**config.mk**
```make
export PLATFORM = sky130hd
export DESIGN_NAME = spi_accel_burst_reader
export DESIGN_NICKNAME = d
export VERILOG_FILES = /design/src/rtl/spi_accel_burst_reader.sv
export SDC_FILE = /design/constraint.sdc
export NUM_CORES = 1
export LEC_CHECK = 0
export CAP_MARGIN = 15
export CORE_MARGIN = 4
export CORE_UTILIZATION = 55
export CTS_BUF_LIST = sky130_fd_sc_hd__clkbuf_4 sky130_fd_sc_hd__clkbuf_8
export CTS_CLUSTER_DIAMETER = 100
export DETAILED_ROUTE_END_ITERATION = 12
export PLACE_DENSITY = 0.74
export SYNTH_ARGS = -nofsm -noshare
export SYNTH_HDL_FRONTEND = slang
export SYNTH_SLANG_ARGS = --single-unit
export TNS_END_PERCENT = 10
```
**constraint.sdc**
```tcl
create_clock -name clk -period 2.74 [get_ports clk]
set_input_delay 0.548 -clock clk [delete_from_list [all_inputs] [get_ports clk]]
set_output_delay 0.548 -clock clk [all_outputs]
set_load 0.01 [all_outputs]
```
**src/rtl/spi_accel_burst_reader.sv**
```systemverilog
// spi_accel_burst_reader: SPI mode-0 master reading NUM_REGS consecutive registers per frame
module spi_accel_burst_reader #(
  parameter int CLK_DIV = 2,
  parameter int NUM_REGS = 3,
  parameter logic [7:0] READ_CMD = 8'h0B,
  parameter int GAP_CYCLES = 4
) (
  input  logic                  clk,
  input  logic                  reset,
  input  logic                  start,
  input  logic                  cont_en,
  input  logic [7:0]            start_addr,
  output logic                  busy,
  output logic                  done,
  output logic                  byte_valid,
  output logic [2:0]            byte_index,
  output logic [7:0]            byte_data,
  output logic [8*NUM_REGS-1:0] rx_data,
  output logic                  sclk,
  output logic                  ss_n,
  output logic                  mosi,
  input  logic                  miso
);
  localparam int NBITS = 16 + 8 * NUM_REGS;
  localparam logic [15:0] DIV_LAST = 16'(CLK_DIV - 1);
  localparam logic [15:0] GAP_LAST = 16'(GAP_CYCLES - 1);
  localparam logic [6:0] BIT_LAST = 7'(NBITS - 1);
  typedef enum logic [2:0] {IDLE, SETUP, SHIFT, HOLD, GAP} state_t;
  state_t state, state_n;
  logic [15:0] cnt;
  logic [6:0] bit_cnt;
  logic [15:0] tx;
  logic [7:0] rx;
  logic [8*NUM_REGS-1:0] shadow;
  logic accept, div_tc, rise, fall, last_bit, data_end, hold_end;
  logic [2:0] idx;
  logic [7:0] rx_byte;
  assign accept = state == IDLE && (start || cont_en);
  assign div_tc = cnt == DIV_LAST;
  assign rise = state == SHIFT && div_tc && !sclk;
  assign fall = state == SHIFT && div_tc && sclk;
  assign last_bit = bit_cnt == BIT_LAST;
  assign hold_end = state == HOLD && div_tc;
  assign data_end = rise && bit_cnt >= 7'd16 && bit_cnt[2:0] == 3'd7;
  assign idx = 3'((bit_cnt - 7'd16) >> 3);
  assign rx_byte = {rx[6:0], miso};
  assign busy = state != IDLE;
  // the transmit register's MSB is the mosi flop; it empties to zero during data bytes
  assign mosi = tx[15];
  always_ff @(posedge clk)
    if (reset) state <= IDLE;
    else state <= state_n;
  always_comb begin
    state_n = state;
    case (state)
      IDLE:    state_n = accept ? SETUP : IDLE;
      SETUP:   state_n = div_tc ? SHIFT : SETUP;
      SHIFT:   state_n = fall && last_bit ? HOLD : SHIFT;
      HOLD:    state_n = div_tc ? GAP : HOLD;
      GAP:     state_n = cnt == GAP_LAST ? IDLE : GAP;
      default: state_n = IDLE;
    endcase
  end
  always_ff @(posedge clk) begin
    if (reset) begin
      cnt <= '0;
      bit_cnt <= '0;
      tx <= '0;
      rx <= '0;
      shadow <= '0;
      sclk <= 1'b0;
      ss_n <= 1'b1;
      done <= 1'b0;
      byte_valid <= 1'b0;
      byte_index <= '0;
      byte_data <= '0;
      rx_data <= '0;
    end else begin
      cnt <= (state_n != state || state == IDLE || rise || fall) ? '0 : cnt + 16'd1;
      done <= hold_end;
      byte_valid <= data_end;
      if (accept) begin
        tx <= {READ_CMD, start_addr};
        bit_cnt <= '0;
        ss_n <= 1'b0;
      end
      if (rise) begin
        sclk <= 1'b1;
        rx <= rx_byte;
      end
      if (fall) begin
        sclk <= 1'b0;
        tx <= {tx[14:0], 1'b0};
        bit_cnt <= bit_cnt + 7'd1;
      end
      if (data_end) begin
        shadow[8*idx +: 8] <= rx_byte;
        byte_index <= idx;
        byte_data <= rx_byte;
      end
      if (hold_end) begin
        ss_n <= 1'b1;
        rx_data <= shadow;
      end
    end
  end
endmodule

```
==> run summary <==
cell family contributing the most delay on the critical path - adder cells
count of cells along the worst hold path - 2
maximum achievable frequency - 0.4187 GHz
hold-fix buffers at CTS - 0
post-CTS clock slew at the launch and capture registers of the worst setup and hold paths - 0.10 ns
number of top-level pins - 54
setup slack on the worst flop-to-flop path - 0.35 ns
final number of max-transition violations - 0
drt pass-1 iters - 6
capture point of the worst reg-to-reg path - shadow[0]$_SDFFE_PP0P_
number of cells traversed by the worst register-to-register path - 7
Final min period - 2.389 ns
final setup violation count - 0
Max Buffers Root-to-Sink - 2
cell type with the largest total area after synthesis - sky130_fd_sc_hd__dfxtp_1
routed wire length - 11,340 um
share of synthesized area spent on multiplexers - 4.000%
adder-cell share of the synthesized area - 3.230%
EDFF count, synth - 0
Cell Rows - 34
distinct cell type count after synthesis - 50
required time at the worst-slack endpoint - 3.00 ns
Syn Std Cell Area - 0.005036 sq mm
largest cells by area after synthesis - sky130_fd_sc_hd__dfxtp_1 (45%), sky130_fd_sc_hd__nand3_1 (6.9%), sky130_fd_sc_hd__a21oi_1 (6.4%)
ordered list of cells on the worst path - inv_1 > ha_1 > inv_1 > ha_1 > or3b_2 > o31ai_1 > a21oi_1
pin count of the biggest net entering global routing - 56
layout cells sized above 1 - 8.239%
clock root buffer master - sky130_fd_sc_hd__clkbuf_8
Leakage Power - 2.010 nW
number of antenna violations at the first check in global routing - 0
standard cell with the maximum stage delay on the critical path - sky130_fd_sc_hd__or3b_2
diode insertion count for antenna repair - 0
areal power density over the cells - 501.7 mW/mm^2
First DRT Iteration DRCs - 207
detailed-route DRC error count - 0
unrepaired setup endpoints after global routing - false
max incr delay on CP - 0.54 ns
number of buffers inserted to repair setup after CTS - 0
antenna-violating nets left - 0
worst-case headroom to the max-slew limit - 49.04%
startpoint of the tightest hold check path - shadow[12]$_SDFFE_PP0P_
half-perimeter wire length of the detailed placement result - 7656 um
Simple-Gate Fraction of Synth Area - 23.35%
number of nets in the finished design - 640
Final Power - 0.002942 W
startpoint of the lowest-slack register-to-register path - bit_cnt[4]$_SDFFE_PP0P_
dominant register cell in the synthesized netlist - sky130_fd_sc_hd__dfxtp_1
area of combinational cells with multiple inputs - 0.002541 sq mm
final sum of negative setup slack - 0 ns
# resized after CTS - 0
area occupied by registers - 0.002242 sq mm
Fin Clk Skew - 0.01602 ns
hold endpoint - rx_data[12]$_SDFFE_PP0P_
starting density of the core - 57.19%
slew at the pin closest to its max-slew limit - 0.7626 ns
post-synth net total - 604
path category of the worst min-delay check - flop to flop
average wire per cell in the routed design - 15.59 um
kind of end point of the critical path - flop
WP data arrival - 2.65 ns
total of buffers placed on input and output ports - 53
DIE AREA - 0.01075 sq mm
number of vias per cell after detailed routing - 6.000
status - completed
number of hold-slack violations in the final timing report - 0
yosys warns - 0
total congestion overflow after global routing - 0
largest voltage drop on the vdd net - 336.1 uV
dominant combinational cell family by area after synthesis - simple AND/OR/NAND/NOR gates
routability congestion estimate from global placement - 0.8407
CTS tree - done
total global routing track utilization - 21.15%
#FFs+latches synth - 112
via count of the first global-routing pass - 4,039
area fraction in compound gates after synthesis - 17.94%
global-route wire length before repair - 19,440 um
total of max-cap violations - 0
Setup Crit Path Kind - flop to flop
chip height - 103.7 um
H-tree lvl count - 3
Crit path buffers/inverters - 2
critical-path maximum fanout - 8
part of the cycle the worst path needs - 87.18%
total clock sinks - 112
fillers - 742
Worst-Skew Late Latency - 0.37 ns
area share of the leading cell type in the synthesized netlist - 44.52%
horizontal extent of the die - 103.7 um
core region area - 0.008806 sq mm
startpoint types - flop
Async SR Flop Fraction - 0%
Avg Synthesized Cell Area - 8.713 sq um
cell count after synthesis - 578
total via count after detailed routing - 4,362
synthesized-area fraction occupied by xor and xnor cells - 1.913%
area added between synthesis and finish - 16.45%
portion of the post-synthesis area used by sequential elements - 44.52%
total clock buffers created by CTS - 9
==> synthesized netlist by cell type, drive strengths merged, types with 2 or more instances <==
| master | n |
|---|---|
| clkbuf | 34 |
| or3 | 7 |
| nand2b | 19 |
| or2 | 3 |
| a31oi | 7 |
| a211oi | 5 |
| o311ai | 2 |
| nor4 | 5 |
| o211ai | 15 |
| o21ai | 46 |
| nand2 | 37 |
| and4 | 3 |
| xor2 | 6 |
| a21oi | 64 |
| xnor2 | 5 |
| o22ai | 3 |
| or4 | 2 |
| nor3 | 22 |
| nor2 | 7 |
| nand3 | 69 |
| ha | 13 |
| nand4 | 17 |
| o31ai | 9 |
| mux2i | 19 |
| nor3b | 5 |
| buf | 14 |
| inv | 11 |
| dfxtp | 112 |
| and2 | 4 |
==> placed cells by master (no fill, tap or decap), drive strengths merged, types with 6 or more instances in the layout <==
master,netlist,final
a21oi,64,64
nor3,22,22
a31oi,7,7
nand4,17,17
xor2,6,6
nand2,37,37
o31ai,9,9
nand3,69,69
or3,7,7
inv,11,13
clkbuf,34,12
clkdlybuf4s50,0,52
buf,14,20
mux2i,19,19
o21ai,46,46
ha,13,13
dfxtp,112,112
nand2b,19,19
o211ai,15,15
nor2,7,7
==> final cells by class <==
class	instances	share of cell area, %
clock buffers	11	2.475
clock inverters	5	1.045
inverters	11	0.7041
multi-input cells	407	43.33
flip-flops and latches	112	38.23
well taps	108	2.304
repair buffers	73	11.91
==> cell families (layout without fill, tap and decap cells) <==
| logic type | count (synthesis) | in the layout |
|---|---|---|
| xor+xnor | 11 | 11 |
| fa+ha+maj | 13 | 13 |
| mux | 20 | 20 |
| flops | 112 | 112 |
| compound gates | 157 | 157 |
| buf+inv | 59 | 100 |
| simple gates | 206 | 206 |
==> state kept, by name, indices dropped and copies added (netlist names) <==
signal and count:
bit_cnt 7, byte_data 8, byte_index 3, byte_valid 1, cnt 16, done 1, rx 7, rx_data 24
sclk 1, shadow 24, ss_n 1, state 3, tx 16
==> through the flow <==
| step | setup slack, ns | util [%] | hold slack [ns] | instance area (sq um) | cells |
|---|---|---|---|---|---|
| after floorplan | 0.5169 | - | 0.4438 | 5036 | 578 |
| after global placement | 0.5180 | 64.19 | 0.4540 | 5653 | 710 |
| after detailed placement | 0.3907 | 64.19 | 0.4633 | 5653 | 710 |
| after CTS | 0.3684 | 66.54 | 0.4749 | 5859 | 726 |
| after global routing | 0.1465 | 66.60 | 0.4922 | 5864 | 727 |
| final | 0.3514 | 66.60 | 0.4770 | 5864 | 727 |
==> worst register-to-register path, cell delays in order (launching register included) <==
cell and delay, ns:
sky130_fd_sc_hd__dfxtp_1 0.48, sky130_fd_sc_hd__inv_1 0.16, sky130_fd_sc_hd__ha_1 0.33, sky130_fd_sc_hd__inv_1 0.05
sky130_fd_sc_hd__ha_1 0.38, sky130_fd_sc_hd__or3b_2 0.55, sky130_fd_sc_hd__o31ai_1 0.24, sky130_fd_sc_hd__a21oi_1 0.09
==> worst max path at each step <==
stage	start	endpoint	slack [ns]	depth (start not counted)
after global routing	bit_cnt[4]$_SDFFE_PP0P_	shadow[5]$_SDFFE_PP0P_	0.15	7
final	bit_cnt[4]$_SDFFE_PP0P_	shadow[0]$_SDFFE_PP0P_	0.35	7
after CTS	bit_cnt[4]$_SDFFE_PP0P_	shadow[5]$_SDFFE_PP0P_	0.37	7
after global placement	bit_cnt[4]$_SDFFE_PP0P_	shadow[4]$_SDFFE_PP0P_	0.52	7
after floorplan	bit_cnt[3]$_SDFFE_PP0P_	shadow[0]$_SDFFE_PP0P_	0.52	8
after detailed placement	bit_cnt[4]$_SDFFE_PP0P_	shadow[5]$_SDFFE_PP0P_	0.39	7
==> where the power goes <==
part,switching (W),leakage [nW],internal (W),total (W)
Sequential,0.0000175,0.905,0.00165,0.00167
Combinational,0.000168,0.997,0.0000866,0.000255
Clock,0.000556,0.108,0.000466,0.00102
Total,0.000741,2.01,0.00220,0.00294
==> per-layer routing <==
layer  GRT usage, %  wire [um]
met3          4.291        509
met4          5.983        124
met2          33.32       5268
met5              0          0
met1          29.53       5433
No activity file was read; power rests on OpenSTA's default activity.
